$ cat src/rtl/fibo_arbiter.sv
// Round-robin scheduler that shares one Fibonacci calculator among NREQ requesters.
// One job at a time: launch, wait for a DONE rise or the watchdog, then acknowledge the requester.
module fibo_arbiter #(
    parameter int SIZE    = 4,
    parameter int NREQ    = 4,
    parameter int TIMEOUT = 64
) (
    input  logic                 clk,
    input  logic                 rst_n,
    input  logic [NREQ-1:0]      req,
    input  logic [NREQ*SIZE-1:0] req_count,
    output logic [NREQ-1:0]      gnt,
    output logic [NREQ-1:0]      ack,
    output logic [SIZE-1:0]      result,
    output logic                 err,
    output logic                 busy,
    output logic                 calc_start,
    output logic [SIZE-1:0]      calc_count,
    input  logic                 calc_done,
    input  logic [SIZE-1:0]      calc_data
);

    localparam int IW = $clog2(NREQ);
    localparam int TW = $clog2(TIMEOUT);

    localparam logic [1:0] S_IDLE   = 2'd0;
    localparam logic [1:0] S_LAUNCH = 2'd1;
    localparam logic [1:0] S_WAIT   = 2'd2;
    localparam logic [1:0] S_REPLY  = 2'd3;

    logic [1:0]      state;
    logic [IW-1:0]   ptr;
    logic [IW-1:0]   idx;
    logic [TW-1:0]   timer;
    logic            done_q;

    logic            any_req;
    logic [IW-1:0]   pick;
    logic [SIZE-1:0] pick_count;
    logic [IW-1:0]   ptr_next;
    logic            done_rise;

    function automatic logic [NREQ-1:0] onehot(input logic [IW-1:0] i);
        onehot    = '0;
        onehot[i] = 1'b1;
    endfunction

    // NOTE: every variable gets a default at the top of always_comb so no path can infer a latch.
    always_comb begin
        any_req    = 1'b0;
        pick       = '0;
        pick_count = '0;
        // First set request at or above the pointer, wrapping around.
        for (int i = 0; i < NREQ; i++) begin
            if (!any_req && req[IW'((int'(ptr) + i) % NREQ)]) begin
                any_req = 1'b1;
                pick    = IW'((int'(ptr) + i) % NREQ);
            end
        end
        for (int i = 0; i < NREQ; i++) begin
            if (pick == IW'(i)) pick_count = req_count[i*SIZE +: SIZE];
        end
    end

    assign ptr_next  = (idx == IW'(NREQ - 1)) ? '0 : idx + 1'b1;
    // A DONE level left over from an earlier job never counts; only a fresh rise does.
    assign done_rise = calc_done && !done_q;

    // NOTE: sequential state uses non-blocking assignments only, so every register sees pre-edge values.
    always_ff @(posedge clk or negedge rst_n) begin
        if (!rst_n) begin
            state      <= S_IDLE;
            ptr        <= '0;
            idx        <= '0;
            timer      <= '0;
            done_q     <= 1'b0;
            gnt        <= '0;
            ack        <= '0;
            result     <= '0;
            err        <= 1'b0;
            busy       <= 1'b0;
            calc_start <= 1'b0;
            calc_count <= '0;
        end else begin
            done_q <= calc_done;
            case (state)
                S_IDLE: begin
                    if (any_req) begin
                        state      <= S_LAUNCH;
                        idx        <= pick;
                        gnt        <= onehot(pick);
                        calc_start <= 1'b1;
                        calc_count <= pick_count;
                        busy       <= 1'b1;
                    end
                end
                S_LAUNCH: begin
                    state      <= S_WAIT;
                    calc_start <= 1'b0;
                    timer      <= '0;
                end
                S_WAIT: begin
                    if (done_rise) begin
                        state  <= S_REPLY;
                        gnt    <= '0;
                        ack    <= onehot(idx);
                        result <= calc_data;
                        err    <= 1'b0;
                        ptr    <= ptr_next;
                    end else if (timer == TW'(TIMEOUT - 1)) begin
                        state  <= S_REPLY;
                        gnt    <= '0;
                        ack    <= onehot(idx);
                        result <= '0;
                        err    <= 1'b1;
                        ptr    <= ptr_next;
                    end else begin
                        timer <= timer + 1'b1;
                    end
                end
                S_REPLY: begin
                    state  <= S_IDLE;
                    ack    <= '0;
                    result <= '0;
                    err    <= 1'b0;
                    busy   <= 1'b0;
                end
                default: state <= S_IDLE;
            endcase
        end
    end

endmodule

$ cat config.mk
export PLATFORM = sky130hd
export DESIGN_NAME = fibo_arbiter
export DESIGN_NICKNAME = d
export VERILOG_FILES = /design/src/rtl/fibo_arbiter.sv
export SDC_FILE = /design/constraint.sdc
export NUM_CORES = 1
export LEC_CHECK = 0
export CORE_ASPECT_RATIO = 0.5
export CORE_MARGIN = 3
export CORE_UTILIZATION = 47
export DETAILED_ROUTE_END_ITERATION = 16
export PLACE_DENSITY = 0.8
export SETUP_SLACK_MARGIN = 0.2
export SLEW_MARGIN = 25
export SYNTH_ARGS = -nofsm -noshare
export SYNTH_HDL_FRONTEND = slang
export SYNTH_SLANG_ARGS = --single-unit
$ cat constraint.sdc
create_clock -name clk -period 1.9 [get_ports clk]
set_input_delay 0.38 -clock clk [delete_from_list [all_inputs] [get_ports clk]]
set_output_delay 0.38 -clock clk [all_outputs]
set_load 0.05 [all_outputs]
==> metrics, run 1 <==
Combinational Power Share 55.1%; vias 1337; DRC Markers 0; DRT antenna net count 0; Critical Path Start Type register; Die H 47.7 um; Tightest Hold Check Type reg2reg; Pwr Density 1620 nW/um^2; share of layout cells above drive strength 1 19.2%; final wirelength 3520 um; Pint 2.01 mW; ranking of synthesized cells by area dfrtp_1, ha_1, nand2_1; total gr overflow 0; DP Wirelength 2570 um; maximum vdd drop 0.000903 V; fin crit share 86.2%; H-tree level count 2; R2R cell count 6; register area 801 sq um; Post-synth top cells dfrtp_1, nand2_1, o21ai_1; Setup TNS Final 0 ns; Synthesized Nets 194; GPL Wtd Cong 0.826; clock tree sinks 32; worst hold path stage count 2; initial antenna violation count 0; max_slew headroom 67.0%; largest net degree at the start of global routing 33; max cap viols 0; total count of max-transition violations in the final report 0; Final Core Density 74.2%; Multi-input gate area 822 sq um; Seq pwr share 30.5%; crit path max fanout 7; Final setup viols 0; Initial Util 51.8%; Die Width 89.4 um; num rows 14; nets@finish 254; routed vias/inst 5.16; First DRT Iteration DRCs 48; Post-CTS Hold Buffers 0; Arrival @ worst endpoint 1.80 ns; reg2reg start state[0]; Max Clk Rate 611 MHz; Worst Hold Endpoint result[3]; post-synth top area share 49.0%; result of the run completed; CTS Root Cell clkbuf_8; first drt pass iteration count 4; Setup Crit Path Kind reg2reg; P_leak 1.16 nW; Net Switching 1.77 mW; post-synthesis sequential area ratio 49.0%; vias in the first global route 1234; Post-synth EDFFs 0; Critical Path RT 2.07 ns; RSZ-0062 raised after global routing no; Distinct cells, synth 32; Clock Tree Buf Depth 2; Tmin final 1.64 ns; IO Pins 46; Yosys reg bits 32; most frequent cell after synthesis dfrtp_1; Layout Area Growth over Synthesis 43.2%; worst hold slack 0.478 ns; Synth Warn # 0; worst slack, placed -0.111 ns; Post-DP Area 2160 sq um; n_diodes 0; ys flop type dfrtp_1; latest clock arrival within the worst-skew pair 0.28 ns; CTS tree built; syn avg cell area 10.3 sq um; fin area 2340 sq um; RR Endpoint state[1]; PnR worst setup slack 0.262 ns; wire per inst 13.6 um; Worst-Margin Slew 0.497 ns; top cell type by total area after synthesis dfrtp_1; Sw Ratio 46.7%; Post-Syn Instances 158; CTS buffer count 5; flop2flop setup slack 0.26 ns; Clk network pwr share 14.4%; IO buf count 45; Setup crit end kind register; GR Util All Layers 17.6%; Core ar. 3150 sq um; fill count 224; Hold Vio Cnt, Final 0; Die ar. 4260 sq um; Mapped Area 1630 sq um; Final Skew 0.00311 ns; first-pass GRT wire length 5490 um; HP Start result[3]; Worst-path clk slew 0.07 ns; fraction of registers with async set/reset 100%
-- power groups by stage --
stage / registers [mW] / clock network, mW / logic [mW]
floorplan: 1.68 / 0 / 0.825
global placement: 1.15 / 0 / 1.97
detailed placement: 1.15 / 0 / 2.02
CTS: 1.14 / 0.559 / 2.00
global route: 1.19 / 0.599 / 2.25
finish: 1.15 / 0.544 / 2.08
-- worst max-delay path, stage by stage (launching register included) --
cell and delay, ns:
dfrtp_1 0.41, inv_1 0.12, ha_2 0.28, o211ai_4 0.14, buf_6 0.16, nand2_1 0.08
mux2_1 0.33
-- worst max-delay path by stage --
| stage | end | slack (ns) | depth (start not counted) | from |
|---|---|---|---|---|
| 2_1_floorplan | state[1] | 0.32 | 7 | state[0] |
| 3_3_place_gp | gnt[2] | -0.07 | 6 | req[3] |
| 3_5_place_dp | gnt[2] | -0.11 | 6 | req[3] |
| 4_1_cts | result[2] | 0.19 | 7 | timer[1] |
| 5_1_grt | gnt[1] | 0.19 | 6 | state[0] |
| 6_report | state[1] | 0.26 | 6 | state[0] |
-- state kept, by name, indices dropped and copies added (netlist names) --
| name | count |
|---|---|
| timer | 6 |
| ack | 4 |
| calc_count | 4 |
| gnt | 4 |
| result | 4 |
| idx | 2 |
| ptr | 2 |
| state | 2 |
| busy | 1 |
| calc_start | 1 |
| done_q | 1 |
| err | 1 |
-- placed cells by master, fill, tap and decap left out, types with 2 or more instances in the layout --
| master | instances |
|---|---|
| o221ai_1 | 4 |
| clkdlybuf4s50_1 | 23 |
| nand2b_1 | 2 |
| clkbuf_8 | 6 |
| mux2_1 | 2 |
| nand2_1 | 29 |
| o21ai_1 | 11 |
| a21oi_1 | 2 |
| o21ai_0 | 2 |
| inv_1 | 9 |
| o211ai_1 | 2 |
| o21ai_2 | 2 |
| dlygate4sd2_1 | 12 |
| clkinv_2 | 2 |
| nor2_1 | 8 |
| a22o_1 | 7 |
| ha_1 | 7 |
| dfrtp_1 | 32 |
| o31ai_1 | 2 |
| nand3_1 | 6 |
| mux2i_1 | 10 |
| buf_4 | 18 |
| dlymetal6s2s_1 | 3 |
-- layout make-up --
class                      count  share of cell area (%)
clock buffer                   6                    3.53
tap                           40                    2.14
timing repair buffer          58                    23.1
inverter                       9                    1.44
clock inverter                 2                   0.428
sequential                    32                    34.2
multi-input combinational    112                    35.2
-- cell families (layout without fill, tap and decap cells) --
kind of cell             Yosys count  count (layout)  share of synthesized area, %
flip-flops                        32              32                          49.0
AND/OR/NAND/NOR                   52              52                          14.6
AO/OA/AOI/OAI                     37              37                          16.3
adder cells (fa/ha/maj)            9               9                          6.90
XOR/XNOR                           2               2                          1.07
buffers and inverters             14              75                          4.52
multiplexers                      12              12                          7.51
-- repair_timing --
action / CTS / global route
pin swaps: 1 / 6
resized for setup: 14 / 14
setup buffers: 2 / 2
setup endpoints to repair: 21 / 19
-- per-layer routing --
layer	routed length (um)	global-route usage (%)	vias to the layer above
met5	0	0	-
met4	0	4.45	0
met3	168	6.19	0
met2	1640	29.1	34
met1	1710	22.7	625
li1	-	-	678
-- through the flow --
stage / power (mW) / std cells
after floorplan: 2.51 / 158
after CTS: 3.70 / 257
after global routing: 4.04 / 259
after detailed placement: 3.17 / 247
final: 3.78 / 259
after global placement: 3.13 / 247
No activity file was read; power rests on OpenSTA's default activity.
==> inputs of run 2 (changes only) <==
SETUP_SLACK_MARGIN = 0.4   (was 0.2)
==> metrics, run 2 (same netlist as run 1, synthesis figures left out) <==
Setup crit end kind register; Layout Area Growth over Synthesis 56.6%; DRC Markers 0 (unchanged); vias in the first global route 1434 (+16%); Die Width 89.4 um (unchanged); Critical Path RT 2.07 ns (about the same); fin crit share 84.3% (-1.9 points); Setup Crit Path Kind reg2reg; leading cell type in the layout, fill and taps excluded dfrtp_1; Die ar. 4260 sq um (unchanged); commonest cells after routing, fill and taps aside dfrtp_1, nand2_1, buf_4, clkdlybuf4s50_1, clkdlybuf4s15_2; RR Endpoint gnt[2]; Clock Tree Buf Depth 2 (unchanged); wire per inst 17.3 um (+27%); Core ar. 3150 sq um (unchanged); Worst-Margin Slew 0.440 ns (-0.0573 ns); Arrival @ worst endpoint 1.77 ns (-0.03 ns); maximum vdd drop 0.00118 V (+31%); CTS buffer count 5 (unchanged); Hold Vio Cnt, Final 0 (unchanged); GPL Wtd Cong 0.825 (-0.15%); latest clock arrival within the worst-skew pair 0.29 ns (about the same); PnR worst setup slack 0.298 ns (+0.0353 ns); RSZ-0062 raised after global routing yes; H-tree level count 2 (unchanged); result of the run completed; max_slew headroom 70.6% (+3.6 points); vias 1524 (+14%); Critical Path Start Type register; n_diodes 0 (unchanged); First DRT Iteration DRCs 60 (+25%); Post-CTS Hold Buffers 0 (unchanged); Biggest register timer; final wirelength 4680 um (+33%); flop2flop setup slack 0.30 ns (+0.04 ns); initial antenna violation count 0 (unchanged); Critical path origin timer[1]; crit path max fanout 6 (-1); share of layout cells above drive strength 1 33.3% (+14 points); worst slack, placed -0.161 ns (-0.0494 ns); Worst-path clk slew 0.07 ns (about the same); routed vias/inst 5.62 (+8.9%); IO buf count 45 (unchanged); nets@finish 266 (+4.7%); total gr overflow 0 (unchanged); first-pass GRT wire length 6800 um (+24%); fin area 2560 sq um (+9.4%); Final Skew 0.00948 ns (+0.00637 ns); CTS tree built; Pwr Density 1710 nW/um^2 (+5.6%); Max Clk Rate 624 MHz (+2.2%); num rows 14 (unchanged); CTS Root Cell clkbuf_8; Tightest Hold Check Type in2async; P_leak 1.16 nW (+0.25%); number of flip-flops in the largest register 6 (unchanged); largest net degree at the start of global routing 33 (unchanged); IO Pins 46 (unchanged); GR Util All Layers 21.9% (+4.3 points); Die H 47.7 um (unchanged); total count of max-transition violations in the final report 0 (unchanged); max cap viols 0 (unchanged); reg2reg start timer[1]; Final setup viols 0 (unchanged); critical path endpoint gnt[2]; Initial Util 51.8% (unchanged); Tmin final 1.60 ns (-0.0353 ns); DP Wirelength 2770 um (+8.0%); first drt pass iteration count 4 (unchanged); DRT antenna net count 0 (unchanged); clock tree sinks 32 (unchanged); R2R cell count 5 (-1); Post-DP Area 2190 sq um (+1.5%)
==> run 2: cell types whose count changed in the layout (fill, tap and decap cells not counted), moves of 2 or more <==
cell / previous run / this run
buf_4: 18 / 26
clkdlybuf4s15_2: 0 / 17
clkinv_2: 2 / 0
dfrtp_1: 32 / 30
dfrtp_2: 0 / 2
dlygate4sd2_1: 12 / 3
dlymetal6s2s_1: 3 / 0
ha_4: 1 / 3
mux2i_1: 10 / 8
mux2i_2: 0 / 2
nand2_1: 29 / 27
nand2_2: 0 / 2
==> run 2: layout make-up <==
| cell class | count | area [sq um] |
|---|---|---|
| fill | 182 | 596 |
| timing repair buffer | 70 | 658 |
| inverter | 9 | 33.8 |
| multi-input combinational | 112 | 886 |
| clock inverter | 1 | 30.0 |
| clock buffer | 7 | 96.3 |
| tap | 40 | 50.0 |
| sequential | 32 | 803 |
==> run 2: through the flow <==
step           power [mW]  TNS [ns]  hold slack (ns)  std cells  util, %
3_3_place_gp         3.13   -0.0812            0.461        247     69.4
4_1_cts              4.07         0            0.488        262     77.4
6_report             4.37         0            0.484        271     81.1
2_1_floorplan        2.56         0           0.0844        158        -
5_1_grt              4.61         0            0.510        271     81.1
3_5_place_dp         3.20    -0.899            0.473        247     69.4
==> run 2: worst min-delay path by stage <==
stage               endpoint  slack [ns]  startpoint  cells past startpoint
2_1_floorplan         ack[0]        0.08       rst_n                      0
3_3_place_gp          gnt[1]        0.46      gnt[1]                      2
3_5_place_dp          gnt[1]        0.47      gnt[1]                      2
4_1_cts               gnt[1]        0.49      gnt[1]                      2
5_1_grt             timer[5]        0.51    timer[5]                      1
6_report       calc_count[0]        0.48       rst_n                      2
==> run 2: power by group <==
part	switching [mW]	total [mW]	internal, mW
Clock	0.267	0.730	0.463
Sequential	0.250	1.20	0.948
Combinational	1.46	2.44	0.977
Total	1.98	4.37	2.39
==> run 2: layer usage <==
metal  global-route usage (%)  wire length (um)  share of wire [%]
met1                     26.5              1940                 41
met2                     39.8              2460                 53
met3                     6.70               222                4.7
met4                     5.04                62                1.3
met5                        0                 0                  0
==> run 2: critical path: stages (launching register included) <==
cell,delay [ns]
dfrtp_1,0.41
ha_4,0.18
nand3_4,0.08
o211ai_4,0.26
o211ai_1,0.25
a22o_1,0.30
==> run 2: timing repair <==
| item | 4_1_cts | 5_1_grt |
|---|---|---|
| setup buffers | 7 | 9 |
| pin swaps | 8 | 9 |
| gates resized for setup | 68 | 12 |
| endpoints found under the setup margin | 44 | 24 |
